--- src/rtl/maxpool_2x2_if.sv ---
// maxpool_2x2_if
//   Streaming link around the 2x2 max-pooling stage.
//   Upstream side : valid_in, relu_in_1..3 (one pixel per channel per beat)
//   Downstream side: pool_out_1..3, valid_out, frame_done
//   Modports:
//     master - the stream producer / consumer around the pooling stage
//     slave  - the pooling stage itself
interface maxpool_2x2_if #(
    parameter int CONV_BIT = 12
);
    logic                valid_in;
    logic [CONV_BIT-1:0] relu_in_1;
    logic [CONV_BIT-1:0] relu_in_2;
    logic [CONV_BIT-1:0] relu_in_3;
    logic [CONV_BIT-1:0] pool_out_1;
    logic [CONV_BIT-1:0] pool_out_2;
    logic [CONV_BIT-1:0] pool_out_3;
    logic                valid_out;
    logic                frame_done;

    modport master (
        output valid_in, relu_in_1, relu_in_2, relu_in_3,
        input  pool_out_1, pool_out_2, pool_out_3, valid_out, frame_done
    );

    modport slave (
        input  valid_in, relu_in_1, relu_in_2, relu_in_3,
        output pool_out_1, pool_out_2, pool_out_3, valid_out, frame_done
    );
endinterface

--- src/rtl/maxpool_2x2.sv ---
// maxpool_2x2
//   Streaming 2x2 / stride-2 max pooling over three channels. Pixels arrive
//   in raster order, one per channel per valid_in beat. Each pair of pixels
//   in a row is reduced to a horizontal max; on even rows that max is parked
//   in a half-width line buffer, on odd rows it is combined with the parked
//   value to finish the window.
//   Ports:
//     clk   - clock, rising edge
//     rst_n - asynchronous active-low reset
//     bus   - maxpool_2x2_if.slave (valid_in, relu_in_1..3 in;
//             pool_out_1..3, valid_out, frame_done out, all registered)
module maxpool_2x2 #(
    parameter int CONV_BIT  = 12,
    parameter int IN_WIDTH  = 24,
    parameter int IN_HEIGHT = 24
) (
    input  logic          clk,
    input  logic          rst_n,
    maxpool_2x2_if.slave  bus
);
    localparam int COL_W  = (IN_WIDTH  > 2) ? $clog2(IN_WIDTH)  : 1;
    localparam int ROW_W  = (IN_HEIGHT > 2) ? $clog2(IN_HEIGHT) : 1;
    localparam int HALF_W = IN_WIDTH / 2;
    localparam int LB_AW  = (HALF_W > 1) ? $clog2(HALF_W) : 1;

    logic [COL_W-1:0] col_reg, col_next;
    logic [ROW_W-1:0] row_reg, row_next;
    logic             last_col, last_row;
    logic             odd_col, odd_row;
    logic             fire;
    logic [LB_AW-1:0] lb_addr;
    logic             valid_out_reg;
    logic             frame_done_reg;

    logic [CONV_BIT-1:0] pix [3];

    assign pix[0] = bus.relu_in_1;
    assign pix[1] = bus.relu_in_2;
    assign pix[2] = bus.relu_in_3;

    assign last_col = (col_reg == COL_W'(IN_WIDTH - 1));
    assign last_row = (row_reg == ROW_W'(IN_HEIGHT - 1));
    assign odd_col  = col_reg[0];
    assign odd_row  = row_reg[0];
    assign lb_addr  = LB_AW'(col_reg >> 1);
    // Bottom-right pixel of a window: complete the pool this beat.
    assign fire     = bus.valid_in & odd_col & odd_row;

    always_comb begin
        col_next = col_reg;
        row_next = row_reg;
        if (bus.valid_in) begin
            if (last_col) begin
                col_next = '0;
                row_next = last_row ? '0 : row_reg + 1'b1;
            end else begin
                col_next = col_reg + 1'b1;
            end
        end
    end

    always_ff @(posedge clk or negedge rst_n) begin
        if (!rst_n) begin
            col_reg        <= '0;
            row_reg        <= '0;
            valid_out_reg  <= 1'b0;
            frame_done_reg <= 1'b0;
        end else begin
            col_reg        <= col_next;
            row_reg        <= row_next;
            valid_out_reg  <= fire;
            frame_done_reg <= bus.valid_in & last_col & last_row;
        end
    end

    genvar gi;
    generate
        for (gi = 0; gi < 3; gi++) begin : gen_ch
            logic [CONV_BIT-1:0] hold_reg;
            logic [CONV_BIT-1:0] linebuf [0:HALF_W-1];
            logic [CONV_BIT-1:0] pool_reg;
            logic [CONV_BIT-1:0] hmax;
            logic [CONV_BIT-1:0] lb_rd;
            logic [CONV_BIT-1:0] pooled;

            assign hmax   = (pix[gi] > hold_reg) ? pix[gi] : hold_reg;
            // Even-row entries are written on even rows and read only on odd
            // rows, so the read never collides with a write to the same slot.
            assign lb_rd  = linebuf[lb_addr];
            assign pooled = (hmax > lb_rd) ? hmax : lb_rd;

            // Data path storage: always written before it is read, so no reset.
            always_ff @(posedge clk) begin
                if (bus.valid_in && !odd_col)
                    hold_reg <= pix[gi];
                if (bus.valid_in && odd_col && !odd_row)
                    linebuf[lb_addr] <= hmax;
            end

            always_ff @(posedge clk or negedge rst_n) begin
                if (!rst_n)
                    pool_reg <= '0;
                else if (fire)
                    pool_reg <= pooled;
            end
        end
    endgenerate

    assign bus.pool_out_1 = gen_ch[0].pool_reg;
    assign bus.pool_out_2 = gen_ch[1].pool_reg;
    assign bus.pool_out_3 = gen_ch[2].pool_reg;
    assign bus.valid_out  = valid_out_reg;
    assign bus.frame_done = frame_done_reg;
endmodule
--- src/flat_wrapper.sv ---
// flat-port wrapper written by rule: the top's interface ports become plain ports
module maxpool_2x2_flat 
#(
    parameter int CONV_BIT  = 12,
    parameter int IN_WIDTH  = 24,
    parameter int IN_HEIGHT = 24
)
  (clk, rst_n, bus_valid_in, bus_relu_in_1, bus_relu_in_2, bus_relu_in_3, bus_pool_out_1, bus_pool_out_2, bus_pool_out_3, bus_valid_out, bus_frame_done);
  maxpool_2x2_if #(.CONV_BIT(CONV_BIT)) bus_i ();
  input  logic clk;
  input  logic rst_n;
  input wire logic [$bits(bus_i.valid_in)-1:0] bus_valid_in;
  input wire logic [$bits(bus_i.relu_in_1)-1:0] bus_relu_in_1;
  input wire logic [$bits(bus_i.relu_in_2)-1:0] bus_relu_in_2;
  input wire logic [$bits(bus_i.relu_in_3)-1:0] bus_relu_in_3;
  output wire logic [$bits(bus_i.pool_out_1)-1:0] bus_pool_out_1;
  output wire logic [$bits(bus_i.pool_out_2)-1:0] bus_pool_out_2;
  output wire logic [$bits(bus_i.pool_out_3)-1:0] bus_pool_out_3;
  output wire logic [$bits(bus_i.valid_out)-1:0] bus_valid_out;
  output wire logic [$bits(bus_i.frame_done)-1:0] bus_frame_done;
  assign bus_i.valid_in = bus_valid_in;
  assign bus_i.relu_in_1 = bus_relu_in_1;
  assign bus_i.relu_in_2 = bus_relu_in_2;
  assign bus_i.relu_in_3 = bus_relu_in_3;
  assign bus_pool_out_1 = bus_i.pool_out_1;
  assign bus_pool_out_2 = bus_i.pool_out_2;
  assign bus_pool_out_3 = bus_i.pool_out_3;
  assign bus_valid_out = bus_i.valid_out;
  assign bus_frame_done = bus_i.frame_done;
  maxpool_2x2 #(.CONV_BIT(CONV_BIT), .IN_WIDTH(IN_WIDTH), .IN_HEIGHT(IN_HEIGHT)) u_core (.clk(clk), .rst_n(rst_n), .bus(bus_i));
endmodule
--- config.mk ---
export PLATFORM = sky130hd
export DESIGN_NAME = maxpool_2x2_flat
export DESIGN_NICKNAME = d
export VERILOG_FILES = /design/src/rtl/maxpool_2x2_if.sv /design/src/rtl/maxpool_2x2.sv /design/src/flat_wrapper.sv
export SDC_FILE = /design/constraint.sdc
export NUM_CORES = 1
export LEC_CHECK = 0
export CAP_MARGIN = 20
export CORE_MARGIN = 3
export CORE_UTILIZATION = 61
export DETAILED_ROUTE_END_ITERATION = 8
export PLACE_DENSITY_LB_ADDON = 0.08
export SLEW_MARGIN = 10
export SYNTH_ARGS = -nofsm -noshare
export SYNTH_HDL_FRONTEND = slang
export SYNTH_SLANG_ARGS = --single-unit
--- constraint.sdc ---
create_clock -name clk -period 5.2 [get_ports clk]
set_input_delay 0.52 -clock clk [delete_from_list [all_inputs] [get_ports clk]]
set_output_delay 0.52 -clock clk [all_outputs]
set_load 0.005 [all_outputs]
Word-level counts from Yosys, hierarchy flattened
Memories as Yosys holds them, arrays and structs flattened.
Index checks and enable logic that the tools add are counted.
{"block": "classes", "order_cmp": 6, "bitwise_logic": 4, "eq_ne": 2, "n_reduce_logical": 6, "addsub": 2, "n_mux": 10}
{"op": "$gt A12 B12 Y1", "count": 6}
{"op": "$mux W12", "count": 6}
{"op": "$add A5 B1 Y5 const B", "count": 2}
{"op": "$eq A5 B5 Y1 const B", "count": 2}
{"op": "$mux W5", "count": 2}
{"op": "$and A1 B1 Y1", "count": 4}
{"op": "$logic_and A1 B1 Y1", "count": 3}
{"op": "$logic_not A1 Y1", "count": 2}
{"op": "$mux W1", "count": 2}
{"op": "$reduce_and A2 Y1", "count": 1}
{"block": "totals", "ramBits": 432, "in_bits": 39, "elab_cells": 43, "reg_bits": 84, "n_memories": 3, "out_inout_bits": 38}
{"memory": "u_core.gen_ch[0].linebuf", "words": 12, "word_bits": 12, "rd": 1, "rd_ports_with_merged_regs": 0, "wr": 1, "line": "maxpool_2x2.sv:80", "text": "logic [CONV_BIT-1:0] linebuf [0:HALF_W-1];"}
{"memory": "u_core.gen_ch[1].linebuf", "words": 12, "word_bits": 12, "rd": 1, "rd_ports_with_merged_regs": 0, "wr": 1, "line": "maxpool_2x2.sv:80"}
{"memory": "u_core.gen_ch[2].linebuf", "words": 12, "word_bits": 12, "rd": 1, "rd_ports_with_merged_regs": 0, "wr": 1, "line": "maxpool_2x2.sv:80"}

Depth between registers and ports, before layout
Gate-level depths: netlist of the first run.
{"block": "depth", "ltp_word": 4, "ltp_mapped": 17, "mapped_depth_nobuf": 15}

Least setup slack after synthesis of the first run
Ideal clock, no wire load.
{"block": "synth_path", "path_type": "flip-flop to flip-flop", "from": "register u_core.col_reg[1]", "to": "memory u_core.gen_ch[0].linebuf[0][0], enable pin", "n_path_buf": 4, "required_time_ns": 4.726, "path_stages_with_launch": 7, "path_slack_ns": 0.900, "arrival_ns": 3.826, "synth_period_minus_slack_ns": 4.300, "setup_ns": 0.474, "cell_sequence": "dfrtp_1 -> buf_6 -> buf_12 -> buf_6 -> buf_6 -> or3_1 -> nor3_1"}
{"item": "start, declared", "line": "maxpool_2x2.sv:26", "text": "logic [COL_W-1:0] col_reg, col_next;"}
{"item": "start signal, assigned", "line": "maxpool_2x2.sv:69", "text": "col_reg <= col_next;"}
{"item": "end, declared", "line": "maxpool_2x2.sv:80"}
Straight into the memory's write port.

Worst setup path in the final report of the first run
{"block": "layout_path", "from": "register u_core.col_reg[1]", "to": "register u_core.gen_ch[1].pool_reg[5] (netlist: u_core.bus.pool_out_2[5])"}
{"block": "layout_via", "elab_chain_cells": 3}
{"item": "$mem_v2 Z12 W12 (*)"}
{"item": "$gt A12 B12 Y1", "line": "maxpool_2x2.sv:90", "text": "assign pooled = (hmax > lb_rd) ? hmax : lb_rd;"}
{"item": "$mux W12 (*)", "line": "maxpool_2x2.sv:90"}
{"item": "end signal, assigned", "line": "maxpool_2x2.sv:104", "text": "pool_reg <= pooled;"}
{"item": "end, declared", "line": "maxpool_2x2.sv:81", "text": "logic [CONV_BIT-1:0] pool_reg;"}
Every way passes the cells marked *; elsewhere a longest branch is shown, timed or not.
A chain may end at the register's enable or synchronous reset.

==> impl_table.tex, run 1 <==
\begin{tabular}{lr}
\hline
Metric & Value \\
\hline
\multicolumn{2}{l}{\textbf{Outcome}} \\
Outcome & finished clean \\
\multicolumn{2}{l}{\textbf{Layout}} \\
Ant diodes & 0 \\
Post-route cell area & 25200 sq um \\
Fill cell count & 2162 \\
Leading cell types in the layout, fill and taps excluded & 468 x sky130\_fd\_sc\_hd\_\_edfxtp\_1, 108 x sky130\_fd\_sc\_hd\_\_mux4\_2, 75 x sky130\_fd\_sc\_hd\_\_clkdlybuf4s50\_1 \\
Most frequent standard cell in the layout excluding fill and tap cells & sky130\_fd\_sc\_hd\_\_edfxtp\_1 \\
Flip-flop count of the largest register, all copies and words added & 432 \\
Fraction of final layout cells with drive strength greater than 1 & 0.231 \\
Fin nets & 1449 \\
Area Growth Syn to Fin & 14.9\% \\
\multicolumn{2}{l}{\textbf{CTS}} \\
Cts repair resizes & 0 \\
Quantity of hold-fixing buffers added after cts & 0 \\
Clock buffer count from CTS & 52 \\
CTS tree & built \\
Maximum number of buffers from clock root to sink & 3 \\
Clk root buf & sky130\_fd\_sc\_hd\_\_clkbuf\_16 \\
Buffers inserted during post-CTS setup optimization & 0 \\
Clock slew at the register clock pins of the worst setup and hold paths & 60 ps \\
Clock latency at the later pin of the worst-skew pair & 600 ps \\
CTS H-Tree Depth & 2 \\
CTS sink cnt & 516 \\
\multicolumn{2}{l}{\textbf{Pwr}} \\
Overall power of the completed layout & 0.0131 W \\
Power per cell area & 520 nW/um\^{}2 \\
Leak & 8.77 nW \\
Maximum VDD drop & 0.464 mV \\
\multicolumn{2}{l}{\textbf{Floorplan}} \\
Core footprint & 35000 sq um \\
Total die area & 38300 sq um \\
Effective utilization at floorplan & 0.627 \\
Die Y-Extent & 196 um \\
Die outline width & 196 um \\
I/O pin cnt & 77 \\
Core Rows & 68 \\
\multicolumn{2}{l}{\textbf{Setup path}} \\
Kind of end point of the critical path & flop \\
Largest fanout of any net on the critical path & 41 \\
Buf+Inv Stages, Crit Path & 1 \\
Delay of the slowest cell on the worst path & 930 ps \\
Startpoint Class & flop \\
Cell with the largest stage delay on the worst path & sky130\_fd\_sc\_hd\_\_dfrtp\_4 \\
Worst EP required & 5650 ps \\
Series of cell instances along the critical path & buf\_4 -> mux4\_2 -> mux2i\_1 -> nor2\_1 -> a21oi\_2 -> ha\_1 -> nor2b\_1 -> o211ai\_1 -> a211oi\_1 -> o41ai\_1 -> a211o\_1 -> o221ai\_1 \\
Number of cells on the worst reg-to-reg path & 12 \\
Cell class contributing the biggest share of worst-path delay & compound AO/OA/AOI/OAI gates \\
Start-to-end type of the worst setup path & flop to flop \\
Critical path depth in cells & 12 \\
Flop2flop setup slack & 890 ps \\
Arrival time worst endpoint & 4760 ps \\
\multicolumn{2}{l}{\textbf{Timing}} \\
Setup\_tns & 0 ps \\
Clock skew after layout & 22.8 ps \\
Max Slew Vio Count & 0 \\
Slew at the pin with the worst max-slew slack & 1070 ps \\
Min Tclk post-route & 4310 ps \\
Number of setup violations in the final report & 0 \\
Hold Slack & 65.5 ps \\
Unrepaired setup endpoints after global routing & no \\
Hold Fails Final Rpt & 0 \\
Worst rel slew slack & 0.285 \\
Fraction of the cycle the final worst path needs & 0.830 \\
Achievable clock frequency & 232 MHz \\
\multicolumn{2}{l}{\textbf{Global routing}} \\
Total overflow reported by the global router & 0 \\
Number of global-route vias before repair & 12100 \\
Pin count of the biggest net entering global routing & 61 \\
GRT Util Overall & 0.252 \\
First-pass GRT wire length & 72500 um \\
Number of antenna violations at the first check in global routing & 0 \\
\multicolumn{2}{l}{\textbf{Hold path}} \\
HP Class & input pin to asynchronous set/reset pin \\
\multicolumn{2}{l}{\textbf{Drt}} \\
Average wire length per cell after detail routing & 25.8 um \\
Violation count after the first detailed-route iteration & 1058 \\
Final routed wirelength across all metal layers & 47300 um \\
DR pass1 iterations & 5 \\
Via/cell ratio & 6.35 \\
Via count & 11600 \\
Drt drc & 0 \\
Number of routed nets with antenna violations & 0 \\
\multicolumn{2}{l}{\textbf{Synthesis}} \\
Register area share after synthesis & 0.695 \\
Average cell area after synthesis & 18.1 sq um \\
Count of distinct cell types in the synthesized netlist & 43 \\
Most used DFF post-synth & sky130\_fd\_sc\_hd\_\_edfxtp\_1 \\
Number of instances in the synthesized netlist & 1213 \\
Number of register bits inferred by synthesis & 516 \\
Number of warnings reported in the yosys synthesis log & 0 \\
Fraction of registers with async set or reset after synthesis & 0.0930 \\
Number of flops mapped to enable cells by yosys & 468 \\
Post-Syn Nets & 1326 \\
Post-synthesis cell area & 21900 sq um \\
\multicolumn{2}{l}{\textbf{Placed design}} \\
Number of buffers inserted by port buffering & 76 \\
Final weighted congestion in routability-driven placement & 0.773 \\
HPWL after DPL & 27700 um \\
Cell area after placement & 23400 sq um \\
\multicolumn{2}{l}{\textbf{Job}} \\
Maximum Capacitance Violations & 0 \\
\hline
\end{tabular}
## per-layer routing
layer | up-vias | share of wire | routed length (um) | GRT usage
met1 | 6031 | 0.43 | 20300 | 0.363
met5 | - | 0 | 0 | 0
met2 | 414 | 0.49 | 23300 | 0.410
met3 | 74 | 0.059 | 2800 | 0.0417
met4 | 0 | 0.020 | 951 | 0.0665
li1 | 5125 | - | - | -
## final timing paths
kind                                         from                       end
worst max-delay path            u_core.col_reg[1]  u_core.bus.pool_out_2[5]
worst min-delay path                        rst_n         u_core.col_reg[2]
worst max register to register  u_core.col_reg[1]  u_core.bus.pool_out_2[5]
worst min register to register  u_core.row_reg[3]         u_core.row_reg[3]
max in group asynchronous                   rst_n         u_core.col_reg[1]
min in group clk                u_core.row_reg[3]         u_core.row_reg[3]
## layout make-up
| class | count | area, sq um | area share |
|---|---|---|---|
| flip-flops and latches | 516 | 15300 | 0.605 |
| multi-input cells | 583 | 6220 | 0.247 |
| clock buffers | 59 | 1350 | 0.0534 |
| repair buffers | 127 | 1160 | 0.0461 |
| well taps | 455 | 569 | 0.0226 |
| clock inverters | 39 | 445 | 0.0177 |
| inverters | 56 | 210 | 0.00833 |
## per-stage QoR
step	utilization	setup slack, ps	std cells
after global placement	0.670	552	1737
after floorplan	-	900	1213
after CTS	0.721	818	1835
after detailed placement	0.670	458	1737
final	0.721	885	1835
after global routing	0.721	520	1835
## cell usage after synthesis, drive strengths merged, types with 4 or more instances
cell type,count,area share
o211ai,6,0.0021
a21oi,61,0.020
nand4,19,0.0054
dfrtp,48,0.055
nand3,14,0.0032
mux4,108,0.11
o21ai,6,0.0017
a21o,7,0.0024
nand2,58,0.0099
nor2b,8,0.0023
buf,42,0.013
a31o,22,0.0088
ha,74,0.042
o31ai,23,0.0079
a211oi,4,0.0014
o221ai,14,0.0056
a211o,4,0.0016
nand2b,5,0.0014
nor3,8,0.0018
mux2,26,0.013
nor2,49,0.0084
clkbuf,16,0.0027
edfxtp,468,0.64
inv,55,0.0094
mux2i,51,0.023
## power by group
part | total, W | switching, W | leakage, nW | internal [W]
logic | 0.00392 | 0.00200 | 3.08 | 0.00192
registers | 0.00532 | 0.000475 | 4.82 | 0.00484
clock network | 0.00387 | 0.00155 | 0.875 | 0.00231
total | 0.0131 | 0.00403 | 8.77 | 0.00908
## logic make-up (layout without fill, tap and decap cells)
logic type                 Yosys count  after routing  synth area share
DFF                                516            516             0.695
muxes                              185            185             0.147
and+or+nand+nor                    168            168            0.0346
AOI/OAI and AO/OA                  154            154            0.0542
buffers and inverters              114            281            0.0256
adders and majority gates           74             74            0.0422
xor gates and xnor gates             2              2          0.000798
## worst reg2reg max path: cells and delay by family (launching register included)
kind            cells  cell delay [ps]
flops               1              930
fa+ha+maj           1              260
compound gates      6             1460
buf+inv             1              550
mux                 2              780
simple gates        2              210
(Power assumes the default switching activity.)
==> inputs of run 2 (changes only) <==
==> constraint.sdc (replaced) <==
create_clock -name clk -period 4.3 [get_ports clk]
set_input_delay 0.43 -clock clk [delete_from_list [all_inputs] [get_ports clk]]
set_output_delay 0.43 -clock clk [all_outputs]
set_load 0.005 [all_outputs]
==> run 2 against run 1 <==
Against the previous run:
- cell count is 1.2% higher
- combinational power is 26% higher
- cell area increased by 0.50%
- global-route usage fell by 0.50 points
- critical path type unchanged
==> impl_table.tex, run 2 (synthesis gave the netlist of run 1 again) <==
\begin{tabular}{lr}
\hline
Metric & Value \\
\hline
\multicolumn{2}{l}{\textbf{Outcome}} \\
Outcome & finished clean \\
\multicolumn{2}{l}{\textbf{Drt}} \\
Violation count after the first detailed-route iteration & 896 (-15\%) \\
Via/cell ratio & 6.26 (-1.3\%) \\
Final routed wirelength across all metal layers & 46400 um (-1.9\%) \\
Drt drc & 0 (unchanged) \\
Via count & 11600 (-0.15\%) \\
Number of routed nets with antenna violations & 0 (unchanged) \\
DR pass1 iterations & 5 (unchanged) \\
Average wire length per cell after detail routing & 25.0 um (-3.1\%) \\
\multicolumn{2}{l}{\textbf{Setup path}} \\
Worst EP required & 4760 ps (-890 ps) \\
Startpoint Class & flop \\
Destination of the worst register-to-register timing path & u\_core.bus.pool\_out\_1[8] \\
Start-to-end type of the worst setup path & flop to flop \\
Largest fanout of any net on the critical path & 25 (-39\%) \\
Kind of end point of the critical path & flop \\
Number of cells on the worst reg-to-reg path & 11 (-1) \\
Flop2flop setup slack & 330 ps (-560 ps) \\
Arrival time worst endpoint & 4440 ps (-320 ps) \\
RR Startpoint & u\_core.col\_reg[1] \\
\multicolumn{2}{l}{\textbf{CTS}} \\
Quantity of hold-fixing buffers added after cts & 1 (+1) \\
Clock latency at the later pin of the worst-skew pair & 570 ps (-30 ps) \\
CTS tree & built \\
Clock slew at the register clock pins of the worst setup and hold paths & 60 ps (about the same) \\
Cts repair resizes & 0 (unchanged) \\
CTS sink cnt & 516 (unchanged) \\
Clk root buf & sky130\_fd\_sc\_hd\_\_clkbuf\_16 \\
Clock buffer count from CTS & 52 (unchanged) \\
Buffers inserted during post-CTS setup optimization & 0 (unchanged) \\
Maximum number of buffers from clock root to sink & 3 (unchanged) \\
CTS H-Tree Depth & 2 (unchanged) \\
\multicolumn{2}{l}{\textbf{Pwr}} \\
Maximum VDD drop & 0.569 mV (+23\%) \\
Leak & 8.85 nW (+0.92\%) \\
Power per cell area & 616 nW/um\^{}2 (+18\%) \\
\multicolumn{2}{l}{\textbf{Timing}} \\
Number of setup violations in the final report & 0 (unchanged) \\
Slew at the pin with the worst max-slew slack & 1060 ps (-7.86 ps) \\
Hold Slack & 463 ps (+398 ps) \\
Min Tclk post-route & 3970 ps (-342 ps) \\
Clock skew after layout & 19.8 ps (-3.02 ps) \\
Max Slew Vio Count & 0 (unchanged) \\
Achievable clock frequency & 252 MHz (+8.6\%) \\
Final worst setup slack & 327 ps (-558 ps) \\
Fraction of the cycle the final worst path needs & 0.924 (+0.0942) \\
Worst rel slew slack & 0.292 (+0.00693) \\
Hold Fails Final Rpt & 0 (unchanged) \\
Unrepaired setup endpoints after global routing & no \\
\multicolumn{2}{l}{\textbf{Floorplan}} \\
Die outline width & 196 um (unchanged) \\
I/O pin cnt & 77 (unchanged) \\
Total die area & 38300 sq um (unchanged) \\
Core Rows & 68 (unchanged) \\
Core footprint & 35000 sq um (unchanged) \\
Die Y-Extent & 196 um (unchanged) \\
Effective utilization at floorplan & 0.627 (unchanged) \\
\multicolumn{2}{l}{\textbf{Global routing}} \\
Number of antenna violations at the first check in global routing & 0 (unchanged) \\
GRT Util Overall & 0.247 (-0.00501) \\
Total overflow reported by the global router & 0 (unchanged) \\
Number of global-route vias before repair & 12100 (-0.20\%) \\
First-pass GRT wire length & 71700 um (-1.1\%) \\
Pin count of the biggest net entering global routing & 68 (+11\%) \\
\multicolumn{2}{l}{\textbf{Placed design}} \\
Number of buffers inserted by port buffering & 76 (unchanged) \\
Final weighted congestion in routability-driven placement & 0.791 (+2.3\%) \\
Post-Place Worst Slack & -111 ps (-569 ps) \\
HPWL after DPL & 27900 um (+0.54\%) \\
\multicolumn{2}{l}{\textbf{Hold path}} \\
Worst Hold Launch & bus\_relu\_in\_2[0] \\
Number of cells on the worst hold path & 1 \\
Endpoint with the worst hold slack & u\_core.gen\_ch[1].hold\_reg[0] \\
HP Class & input pin to flop \\
\multicolumn{2}{l}{\textbf{Layout}} \\
Flip-flop count of the largest register, all copies and words added & 432 (unchanged) \\
Leading cell types in the layout, fill and taps excluded & 468 x sky130\_fd\_sc\_hd\_\_edfxtp\_1, 108 x sky130\_fd\_sc\_hd\_\_mux4\_2, 75 x sky130\_fd\_sc\_hd\_\_clkdlybuf4s50\_1 \\
Most frequent standard cell in the layout excluding fill and tap cells & sky130\_fd\_sc\_hd\_\_edfxtp\_1 \\
Fraction of final layout cells with drive strength greater than 1 & 0.240 (+0.00850) \\
Area Growth Syn to Fin & 15.5\% \\
Fin nets & 1477 (+1.9\%) \\
Ant diodes & 0 (unchanged) \\
\multicolumn{2}{l}{\textbf{Job}} \\
Maximum Capacitance Violations & 0 (unchanged) \\
\hline
\end{tabular}
-- run 2: report_power, final --
group	switching [W]	total (W)	internal, W
Clock	0.00179	0.00434	0.00254
Sequential	0.000475	0.00634	0.00586
Combinational	0.00252	0.00493	0.00241
Total	0.00479	0.0156	0.0108
-- run 2: routing by layer --
layer,part of all wire,vias to the layer above,GRT usage
li1,-,5166,-
met1,0.43,5993,0.362
met2,0.48,388,0.390
met3,0.064,79,0.0440
met4,0.024,0,0.0726
met5,0,-,0
-- run 2: worst max-delay path by stage --
stage,cells after the start,end,start,slack (ps)
2_1_floorplan,6,u_core.gen_ch[0].linebuf[0][0],u_core.col_reg[1],0.4
3_3_place_gp,13,u_core.bus.pool_out_3[10],bus_relu_in_3[10],30
3_5_place_dp,14,u_core.bus.pool_out_1[8],bus_relu_in_1[1],-110
4_1_cts,11,u_core.bus.pool_out_1[8],u_core.col_reg[1],270
5_1_grt,11,u_core.bus.pool_out_1[6],u_core.col_reg[1],7
6_report,11,u_core.bus.pool_out_1[8],u_core.col_reg[1],330
-- run 2: final cells by class --
cell class / count / area [sq um]
Clock buffer: 66 / 1380
Fill cell: 2173 / 9620
Inverter: 56 / 210
Sequential cell: 516 / 15300
Multi-Input combinational cell: 583 / 6220
Timing Repair Buffer: 155 / 1460
Tap cell: 455 / 569
Clock inverter: 26 / 243
-- run 2: metrics by stage --
step / TNS [ps] / util / area, sq um / std cells / power (W)
2_1_floorplan: 0 / - / 21900 / 1213 / 0.00979
5_1_grt: 0 / 0.725 / 25300 / 1857 / 0.0164
4_1_cts: 0 / 0.725 / 25300 / 1857 / 0.0157
6_report: 0 / 0.725 / 25300 / 1857 / 0.0156
3_3_place_gp: 0 / 0.678 / 23700 / 1764 / 0.0113
3_5_place_dp: -1750 / 0.678 / 23700 / 1764 / 0.0114
-- run 2: worst max-delay path, stage by stage, from the launching register on --
cell and delay, ps:
sky130_fd_sc_hd__dfrtp_4 800, sky130_fd_sc_hd__buf_4 360, sky130_fd_sc_hd__mux4_2 540, sky130_fd_sc_hd__mux2i_1 190, sky130_fd_sc_hd__nor2_1 70, sky130_fd_sc_hd__a21oi_2 180
sky130_fd_sc_hd__ha_1 190, sky130_fd_sc_hd__nand4_1 130, sky130_fd_sc_hd__a211oi_1 190, sky130_fd_sc_hd__o31a_1 790, sky130_fd_sc_hd__o31ai_1 160, sky130_fd_sc_hd__a31o_1 220
